--- src/rtl/branch_predict_unit_pkg.sv ---
// Shared encodings for the branch predict unit.
//   br_e     : branchE encodings (NOB, six RV32I conditions, reserved)
//   jmp_e    : jumpE encodings (none, JAL, JALR, reserved)
//   pcsrc_e  : PCSrcE encodings driven to the PC mux
//   CNT_INIT_DEF : counter value after reset (weakly not-taken)
//   br_is_cond / br_taken : condition decode helpers
package branch_pkg;

   typedef enum logic [2:0] {
      BR_NOB  = 3'b000,
      BR_BEQ  = 3'b001,
      BR_BNE  = 3'b010,
      BR_BLT  = 3'b011,
      BR_BGE  = 3'b100,
      BR_BLTU = 3'b101,
      BR_BGEU = 3'b110,
      BR_RSV  = 3'b111
   } br_e;

   typedef enum logic [1:0] {
      JMP_NONE = 2'b00,
      JMP_JAL  = 2'b01,
      JMP_JALR = 2'b10,
      JMP_RSV  = 2'b11
   } jmp_e;

   typedef enum logic [1:0] {
      PC_SEQ   = 2'b00,  // no redirect
      PC_TGT   = 2'b01,  // branch / JAL target
      PC_JALR  = 2'b10,  // JALR target
      PC_RECOV = 2'b11   // pcE+4, undo a wrong taken prediction
   } pcsrc_e;

   localparam logic [1:0] CNT_INIT_DEF = 2'b01;

   // True for the six real conditional branches (NOB and reserved excluded).
   function automatic logic br_is_cond(input logic [2:0] br);
      return (br != BR_NOB) && (br != BR_RSV);
   endfunction

   function automatic logic br_taken(input logic [2:0] br, input logic zero,
                                     input logic neg, input logic ltu);
      case (br)
         BR_BEQ:  return zero;
         BR_BNE:  return !zero;
         BR_BLT:  return neg;
         BR_BGE:  return !neg;
         BR_BLTU: return ltu;
         BR_BGEU: return !ltu;
         default: return 1'b0;
      endcase
   endfunction

endpackage

--- src/rtl/branch_predict_unit_if.sv ---
// Pipeline-facing bus of the branch predict unit.
//   master : pipeline side (drives fetch PC and Execute-stage fields)
//   slave  : branch_predict_unit (drives prediction, redirect, flush, stats)
interface branch_predict_unit_if #(
   parameter int STAT_W = 32
);
   logic [31:0]       pcF;
   logic              predTakenF;
   logic              validE;
   logic              stallE;
   logic [31:0]       pcE;
   logic [2:0]        branchE;
   logic [1:0]        jumpE;
   logic              predTakenE;
   logic              zero;
   logic              neg;
   logic              ltu;
   logic [1:0]        PCSrcE;
   logic              flushDE;
   logic [STAT_W-1:0] brCount;
   logic [STAT_W-1:0] mispCount;

   modport master (
      output pcF, validE, stallE, pcE, branchE, jumpE, predTakenE, zero, neg, ltu,
      input  predTakenF, PCSrcE, flushDE, brCount, mispCount
   );

   modport slave (
      input  pcF, validE, stallE, pcE, branchE, jumpE, predTakenE, zero, neg, ltu,
      output predTakenF, PCSrcE, flushDE, brCount, mispCount
   );
endinterface

--- src/rtl/branch_predict_unit_bht_table.sv ---
// Branch history table: DEPTH x 2-bit saturating counters.
//   clk, rst_n : clock, async active-low reset (all counters -> CNT_INIT)
//   rd_pc      : fetch PC, async read of the indexed counter -> rd_cnt
//   wr_en      : apply one saturating step to counter[idx(wr_pc)]
//   wr_taken   : step direction (1 = +1, 0 = -1)
// A read of the index being written returns the old value; the new value
// shows up after the clock edge.
module branch_predict_unit_bht_table
   import branch_pkg::*;
#(
   parameter int         DEPTH    = 64,
   parameter int         IDX_LSB  = 2,
   parameter logic [1:0] CNT_INIT = CNT_INIT_DEF
) (
   input  logic        clk,
   input  logic        rst_n,
   input  logic [31:0] rd_pc,
   output logic [1:0]  rd_cnt,
   input  logic        wr_en,
   input  logic [31:0] wr_pc,
   input  logic        wr_taken
);
   localparam int IW = $clog2(DEPTH);

   logic [DEPTH-1:0][1:0] cnt;
   logic [IW-1:0]         rd_idx;
   logic [IW-1:0]         wr_idx;

   assign rd_idx = rd_pc[IDX_LSB +: IW];
   assign wr_idx = wr_pc[IDX_LSB +: IW];
   assign rd_cnt = cnt[rd_idx];

   always_ff @(posedge clk or negedge rst_n) begin
      if (!rst_n) begin
         for (int i = 0; i < DEPTH; i++) cnt[i] <= CNT_INIT;
      end else if (wr_en) begin
         if (wr_taken && cnt[wr_idx] != 2'b11)
            cnt[wr_idx] <= cnt[wr_idx] + 2'b01;
         else if (!wr_taken && cnt[wr_idx] != 2'b00)
            cnt[wr_idx] <= cnt[wr_idx] - 2'b01;
      end
   end
endmodule

--- src/rtl/branch_predict_unit.sv ---
// Branch controller with a 2-bit-counter predictor.
//   clk, rst_n : clock, async active-low reset
//   bus        : slave side of branch_predict_unit_if
//     predTakenF          prediction for pcF (MSB of indexed counter)
//     PCSrcE / flushDE    redirect select and pipeline kill, same cycle as Execute
//     brCount / mispCount saturating counts of resolved / mispredicted branches
module branch_predict_unit
   import branch_pkg::*;
#(
   parameter int         BHT_DEPTH = 64,
   parameter int         IDX_LSB   = 2,
   parameter logic [1:0] CNT_INIT  = CNT_INIT_DEF,
   parameter int         STAT_W    = 32
) (
   input  logic clk,
   input  logic rst_n,
   branch_predict_unit_if.slave bus
);
   logic [1:0]        rd_cnt;
   logic              cond, taken, is_jump, upd, misp;
   pcsrc_e            pcsrc;
   logic [STAT_W-1:0] br_cnt, misp_cnt;

   assign cond    = br_is_cond(bus.branchE);
   assign taken   = br_taken(bus.branchE, bus.zero, bus.neg, bus.ltu);
   assign is_jump = (bus.jumpE == JMP_JAL) || (bus.jumpE == JMP_JALR);
   assign misp    = taken != bus.predTakenE;
   // Reserved jumpE=11 falls through to branch handling, so it does not block updates.
   assign upd     = bus.validE && !bus.stallE && cond && !is_jump;

   branch_predict_unit_bht_table #(
      .DEPTH   (BHT_DEPTH),
      .IDX_LSB (IDX_LSB),
      .CNT_INIT(CNT_INIT)
   ) u_bht (
      .clk     (clk),
      .rst_n   (rst_n),
      .rd_pc   (bus.pcF),
      .rd_cnt  (rd_cnt),
      .wr_en   (upd),
      .wr_pc   (bus.pcE),
      .wr_taken(taken)
   );

   assign bus.predTakenF = rd_cnt[1];

   // Redirect decode; rst_n gates it so nothing redirects while in reset.
   always_comb begin
      pcsrc = PC_SEQ;
      if (rst_n && bus.validE) begin
         case (bus.jumpE)
            JMP_JAL:  pcsrc = PC_TGT;
            JMP_JALR: pcsrc = PC_JALR;
            default: begin
               if (cond) begin
                  if (taken && !bus.predTakenE)      pcsrc = PC_TGT;
                  else if (!taken && bus.predTakenE) pcsrc = PC_RECOV;
               end
            end
         endcase
      end
   end

   assign bus.PCSrcE  = pcsrc;
   assign bus.flushDE = (pcsrc != PC_SEQ);

   // Statistics stick at all-ones instead of wrapping.
   always_ff @(posedge clk or negedge rst_n) begin
      if (!rst_n) begin
         br_cnt   <= '0;
         misp_cnt <= '0;
      end else if (upd) begin
         if (br_cnt != '1)           br_cnt   <= br_cnt + 1'b1;
         if (misp && misp_cnt != '1) misp_cnt <= misp_cnt + 1'b1;
      end
   end

   assign bus.brCount   = br_cnt;
   assign bus.mispCount = misp_cnt;
endmodule

--- src/flat_wrapper.sv ---
// flat-port wrapper written by rule: the top's interface ports become plain ports
module branch_predict_unit_flat import branch_pkg::*;
#(
   parameter int         BHT_DEPTH = 64,
   parameter int         IDX_LSB   = 2,
   parameter logic [1:0] CNT_INIT  = CNT_INIT_DEF,
   parameter int         STAT_W    = 32
)
  (clk, rst_n, bus_pcF, bus_validE, bus_stallE, bus_pcE, bus_branchE, bus_jumpE, bus_predTakenE, bus_zero, bus_neg, bus_ltu, bus_predTakenF, bus_PCSrcE, bus_flushDE, bus_brCount, bus_mispCount);
  branch_predict_unit_if #(.STAT_W(STAT_W)) bus_i ();
  input  logic clk;
  input  logic rst_n;
  input wire logic [$bits(bus_i.pcF)-1:0] bus_pcF;
  input wire logic [$bits(bus_i.validE)-1:0] bus_validE;
  input wire logic [$bits(bus_i.stallE)-1:0] bus_stallE;
  input wire logic [$bits(bus_i.pcE)-1:0] bus_pcE;
  input wire logic [$bits(bus_i.branchE)-1:0] bus_branchE;
  input wire logic [$bits(bus_i.jumpE)-1:0] bus_jumpE;
  input wire logic [$bits(bus_i.predTakenE)-1:0] bus_predTakenE;
  input wire logic [$bits(bus_i.zero)-1:0] bus_zero;
  input wire logic [$bits(bus_i.neg)-1:0] bus_neg;
  input wire logic [$bits(bus_i.ltu)-1:0] bus_ltu;
  output wire logic [$bits(bus_i.predTakenF)-1:0] bus_predTakenF;
  output wire logic [$bits(bus_i.PCSrcE)-1:0] bus_PCSrcE;
  output wire logic [$bits(bus_i.flushDE)-1:0] bus_flushDE;
  output wire logic [$bits(bus_i.brCount)-1:0] bus_brCount;
  output wire logic [$bits(bus_i.mispCount)-1:0] bus_mispCount;
  assign bus_i.pcF = bus_pcF;
  assign bus_i.validE = bus_validE;
  assign bus_i.stallE = bus_stallE;
  assign bus_i.pcE = bus_pcE;
  assign bus_i.branchE = bus_branchE;
  assign bus_i.jumpE = bus_jumpE;
  assign bus_i.predTakenE = bus_predTakenE;
  assign bus_i.zero = bus_zero;
  assign bus_i.neg = bus_neg;
  assign bus_i.ltu = bus_ltu;
  assign bus_predTakenF = bus_i.predTakenF;
  assign bus_PCSrcE = bus_i.PCSrcE;
  assign bus_flushDE = bus_i.flushDE;
  assign bus_brCount = bus_i.brCount;
  assign bus_mispCount = bus_i.mispCount;
  branch_predict_unit #(.BHT_DEPTH(BHT_DEPTH), .IDX_LSB(IDX_LSB), .CNT_INIT(CNT_INIT), .STAT_W(STAT_W)) u_core (.clk(clk), .rst_n(rst_n), .bus(bus_i));
endmodule
--- config.mk ---
export PLATFORM = sky130hd
export DESIGN_NAME = branch_predict_unit_flat
export DESIGN_NICKNAME = d
export VERILOG_FILES = /design/src/rtl/branch_predict_unit_pkg.sv /design/src/rtl/branch_predict_unit_if.sv /design/src/rtl/branch_predict_unit_bht_table.sv /design/src/rtl/branch_predict_unit.sv /design/src/flat_wrapper.sv
export SDC_FILE = /design/constraint.sdc
export NUM_CORES = 1
export LEC_CHECK = 0
export CAP_MARGIN = 20
export CELL_PAD_IN_SITES_DETAIL_PLACEMENT = 0
export CELL_PAD_IN_SITES_GLOBAL_PLACEMENT = 1
export CORE_MARGIN = 2
export CORE_UTILIZATION = 48
export DETAILED_ROUTE_END_ITERATION = 8
export GPL_ROUTABILITY_DRIVEN = 0
export PLACE_DENSITY = 0.88
export SETUP_SLACK_MARGIN = 0.1
export SYNTH_ARGS = -nofsm -noshare
export SYNTH_HDL_FRONTEND = slang
export SYNTH_SLANG_ARGS = --single-unit
--- constraint.sdc ---
create_clock -name clk -period 7.4 [get_ports clk]
set_input_delay 1.48 -clock clk [delete_from_list [all_inputs] [get_ports clk]]
set_output_delay 1.48 -clock clk [all_outputs]
set_load 0.05 [all_outputs]
Word level (Yosys, flattened, before mapping):

Cells that the tools add are included.

* logic and storage cells: 128
* register bits after elaboration: 192
* output and inout port bits: 68

* add/subtract/negate cells: 4
* reduce and logical (&&, ||, !) cells: 26
* muxes and demuxes: 16
* equal/unequal tests: 13
* $lt $le $gt $ge: 3

Operators with widths (number)
* $bwmux 128: 2
* $mux 128: 2
* $add 32x1->32 const B: 2
* $ne 32x32->1 const B: 2
* $bmux 2 s6: 2
* $lt 6x7->1 const B: 2
* $mux 2: 7
* $demux 2 s6: 1
* $logic_and 1x1->1: 11
* $eq 3x3->1 const B: 3
* $logic_not 1->1: 7
* $eq 3x2->1 const B: 2
* $ge 6x1->1 const B: 1
* $pmux 1 s6: 1
* $reduce_and 2->1: 3
* $reduce_bool 2->1: 3
* $pmux 2 s2: 1
* $eq 3x1->1 const B: 1
* $ne 3x3->1 const B: 1
* $reduce_bool 3->1: 1
* $add 2x1->2 const B: 1
* $eq 2x1->1 const B: 1
* $eq 2x2->1 const B: 1
* $ne 2x2->1 const B: 1
* 3 further kinds: 3

Logic depth before layout (Yosys ltp):

* depth after elaboration: 10
* mapped depth: 15

Cells and area by module:

From an unflattened synthesis, not the netlist that was laid out.

* cell total of the unflattened synthesis: 919
* area, all modules: 10786.6 um^2

Modules (own cells, without submodules)
* branch_predict_unit_bht_table: instances 1, area an instance 7488.4 um^2, cells an instance 605
* branch_predict_unit: instances 1, area an instance 3298.2 um^2, cells an instance 314

Worst setup path after synthesis:

OpenSTA, ideal clock, no wires.

* kind: input to output
* start: in bus_pcF[2]
* end: out bus_predTakenF
* arrival: 3.660 ns
* path buffers: 2
* stages on the path: 6
* slack: 2.260 ns
* cell sequence: clkbuf_1 buf_2 mux4_2 mux4_2 nand3_1 nand3_1

* longest elaborated chain between the ends: 2

RTL lines
* start, declared: RTL line flat_wrapper.sv:13 `input wire logic [$bits(bus_i.pcF)-1:0] bus_pcF;`
* $bmux 2 s6: RTL line branch_predict_unit_bht_table.sv:31 `assign rd_cnt = cnt[rd_idx];`
* $mux 2 (implied by the code): RTL line branch_predict_unit_bht_table.sv:31
* end, declared: RTL line flat_wrapper.sv:23 `output wire logic [$bits(bus_i.predTakenF)-1:0] bus_predTakenF;`

No other way between the ends. The select of a mux whose other input is x is not followed.

Worst setup path after layout:

Ends and elaborated chain as after synthesis.

==> results by group <==
Worst setup path
  – Critical path capture point type: output pin
  – CP top delay family: buffers and inverters
  – Startpoint Class: primary input
  – Max FO, Critical Path: 10
  – Critical path required time: 5.92 ns
  – WS Path Type: primary input to output pin
  – WP data arrival: 4.66 ns
  – CP cell instances: clkdlybuf4s50_1 -> buf_4 -> mux4_2 -> mux4_2 -> nand3_1 -> nand3_1 -> clkdlybuf4s50_1
  – Slowest stage delay, CP: 0.92 ns
  – Crit path buffers/inverters: 3
  – Crit-path slowest cell: clkdlybuf4s50_1

Floorplan
  – Die Ht: 154 um
  – Ports: 145
  – Initial core utilization: 0.491
  – Core area: 0.0220 mm2
  – FP Rows: 54
  – Die area: 0.0237 mm2
  – Die Wd: 154 um

Cells and area
  – Most common cell after layout, fill and taps aside: dfrtp_1
  – Layout fillers: 1849
  – Layout Cells excl Fill: 1310
  – ANT cells: 0
  – Final nets: 1101
  – Layout area overhead: 16.5%
  – Fraction of layout cells with a size suffix above 1: 0.285
  – Most frequent cells in the layout: dfrtp_1 (128), mux2_2 (119), clkdlybuf4s50_1 (88)

STA
  – Final-report max-slew violation count: 0
  – Final min period: 6.14 ns
  – RSZ-0062 raised after global routing: no
  – Endpoints failing setup: 0
  – Clock skew: 0.0128 ns
  – Crit share post-route: 0.829
  – Fmax: 163 MHz
  – TNS Setup: 0 ns
  – Relative slew slack: 0.384
  – Tightest Pin Transition: 0.921 ns
  – Final hold vios: 0

Route
  – Iteration-0 DRC Markers: 661
  – WL/cell: 20.9 um
  – DRC viols: 0
  – Vias: 7945
  – Antenna-violating nets left: 0
  – Pre-antenna DRT Iters: 5
  – Final WL: 27400 um
  – Vias per inst: 6.06

Global route
  – Grt ovf: 0
  – Largest net degree at the start of global routing: 78
  – Initial antenna violation count: 0
  – Total GRT Usage: 0.241
  – Vias in the first global route: 8031
  – First-pass GRT wire length: 45000 um

Clocking
  – Total CTS buffers: 17
  – CTS resizes: 0
  – Root Buffer: clkbuf_16
  – Post-CTS Hold Buffers: 0
  – Clk sinks: 192
  – Worst-path clk slew: 0.07 ns
  – H-tree Lvls: 4
  – CTS tree: yes
  – Clock Latency Late Sink: 0.44 ns
  – Max clock buf depth: 2
  – Post-CTS setup buffer count: 0

Power
  – Pleak: 5.26 nW
  – Worst vdd ir: 0.160 mV
  – Pwr dens: 202 mW/mm2

Worst hold path
  – Type of the worst min-delay path: flop to flop

Run status
  – Status: complete, no violations

Synthesis
  – Share of flip-flops with an asynchronous set or reset: 1.00
  – Post-synth EDFFs: 0
  – Fraction of the yosys area taken by sequential cells: 0.453
  – YS warnings: 0
  – Cell Area, Synth: 0.0108 mm2
  – Post-Syn Area per Cell: 11.4 um2
  – Post-synth top flop: dfrtp_1
  – Netlist cell types: 65
  – Syn nets: 1027
  – Synth Instances: 943
  – Synthesized flop and latch total: 192

Placement
  – Dpl cells: 1276
  – DP Wirelength: 19100 um
  – IO Port Bufs: 92

Run
  – Max-Cap Viols: 0
where the power goes:
group | switching [W] | total [W] | internal [W] | leakage, nW
sequential | 0.0000578 | 0.00117 | 0.00112 | 2.42
clock | 0.000452 | 0.000900 | 0.000448 | 0.275
combinational | 0.000293 | 0.000461 | 0.000168 | 2.57
area by class of cell:
class                      instances  area (um2)  share of cell area
clock buffer                      17         425              0.0338
timing repair buffer             111        1090              0.0869
tap                              280         350              0.0279
multi-input combinational        668        5560               0.442
clock inverter                    15         155              0.0123
inverter                          27         101             0.00806
sequential                       192        4880               0.389
synthesized netlist by cell type, types with 3 or more instances:
cell type	instances	area (um2)
dfrtp_1	128	3200
mux2_2	119	1340
nor3_1	75	375
nand3_1	67	335
dfstp_2	64	1680
xnor2_1	39	342
mux2i_1	38	380
nand2_1	37	139
mux4_2	34	766
nor2_1	28	105
clkbuf_1	27	101
inv_1	27	101
nand4_1	25	156
xor2_1	24	210
buf_2	23	115
and3_1	16	100
nor4_1	15	93.8
and2_1	13	81.3
and4_1	12	105
a21oi_1	11	55.1
nand2b_1	11	68.8
nor2b_1	11	68.8
ha_1	7	87.6
nand3b_1	7	52.6
o21ai_0	7	35.0
nor3b_1	5	37.5
or3_1	5	31.3
a221oi_1	4	35.0
a31oi_1	4	25.0
nor3_2	4	40.0
or3b_2	4	35.0
a211o_1	3	26.3
a21o_1	3	22.5
a22oi_1	3	22.5
buf_4	3	22.5
o211ai_1	3	22.5
o22ai_1	3	18.8
cells by family after synthesis:
family | share of synthesized area
buf+inv | 0.0333
xor+xnor | 0.0511
mux | 0.232
fa+ha+maj | 0.00812
compound gates | 0.0430
flops | 0.453
simple gates | 0.180
metal layers:
metal | vias up | share of wire | track usage
met4 | 0 | 0.017 | 0.0570
li1 | 3642 | - | -
met1 | 3987 | 0.46 | 0.347
met3 | 37 | 0.065 | 0.0541
met5 | - | 0 | 0
met2 | 279 | 0.46 | 0.373
stage by stage:
| stage | hold WS, ns | setup slack, ns | cell area (um2) | util | power (W) |
|---|---|---|---|---|---|
| 2_1_floorplan | 0.442 | 2.26 | 10800 | - | 0.00147 |
| 3_3_place_gp | 0.452 | 1.16 | 11900 | 0.543 | 0.00164 |
| 3_5_place_dp | 0.457 | 1.19 | 11900 | 0.543 | 0.00164 |
| 4_1_cts | 0.470 | 1.19 | 12500 | 0.570 | 0.00255 |
| 5_1_grt | 0.483 | 1.10 | 12600 | 0.572 | 0.00264 |
| 6_report | 0.466 | 1.26 | 12600 | 0.572 | 0.00254 |
path summary, 6_finish.rpt:
path	startpoint	to	slack [ns]	cells after the start
worst max-delay path	bus_pcF[2]	bus_predTakenF	1.26	7
worst min-delay path	flop	flop	0.47	2
worst max register to register	flop	u_core.u_bht.cnt[27]	3.48	10
worst min register to register	flop	flop	0.47	2
max in group asynchronous	rst_n	u_core.u_bht.cnt[103]	5.20	2
min in group asynchronous	rst_n	u_core.u_bht.cnt[79]	1.00	1
worst register-to-register path, stage by stage, from the launching register on:
cell	delay, ns
dfstp_2	0.37
mux4_2	0.47
mux2i_2	0.41
nor2_1	0.18
a2111o_1	0.48
and4_1	0.23
ha_1	0.23
nand3_1	0.19
o2111ai_1	0.41
nor3_1	0.46
mux2_2	0.38
Power figures use the tool's default switching activity.
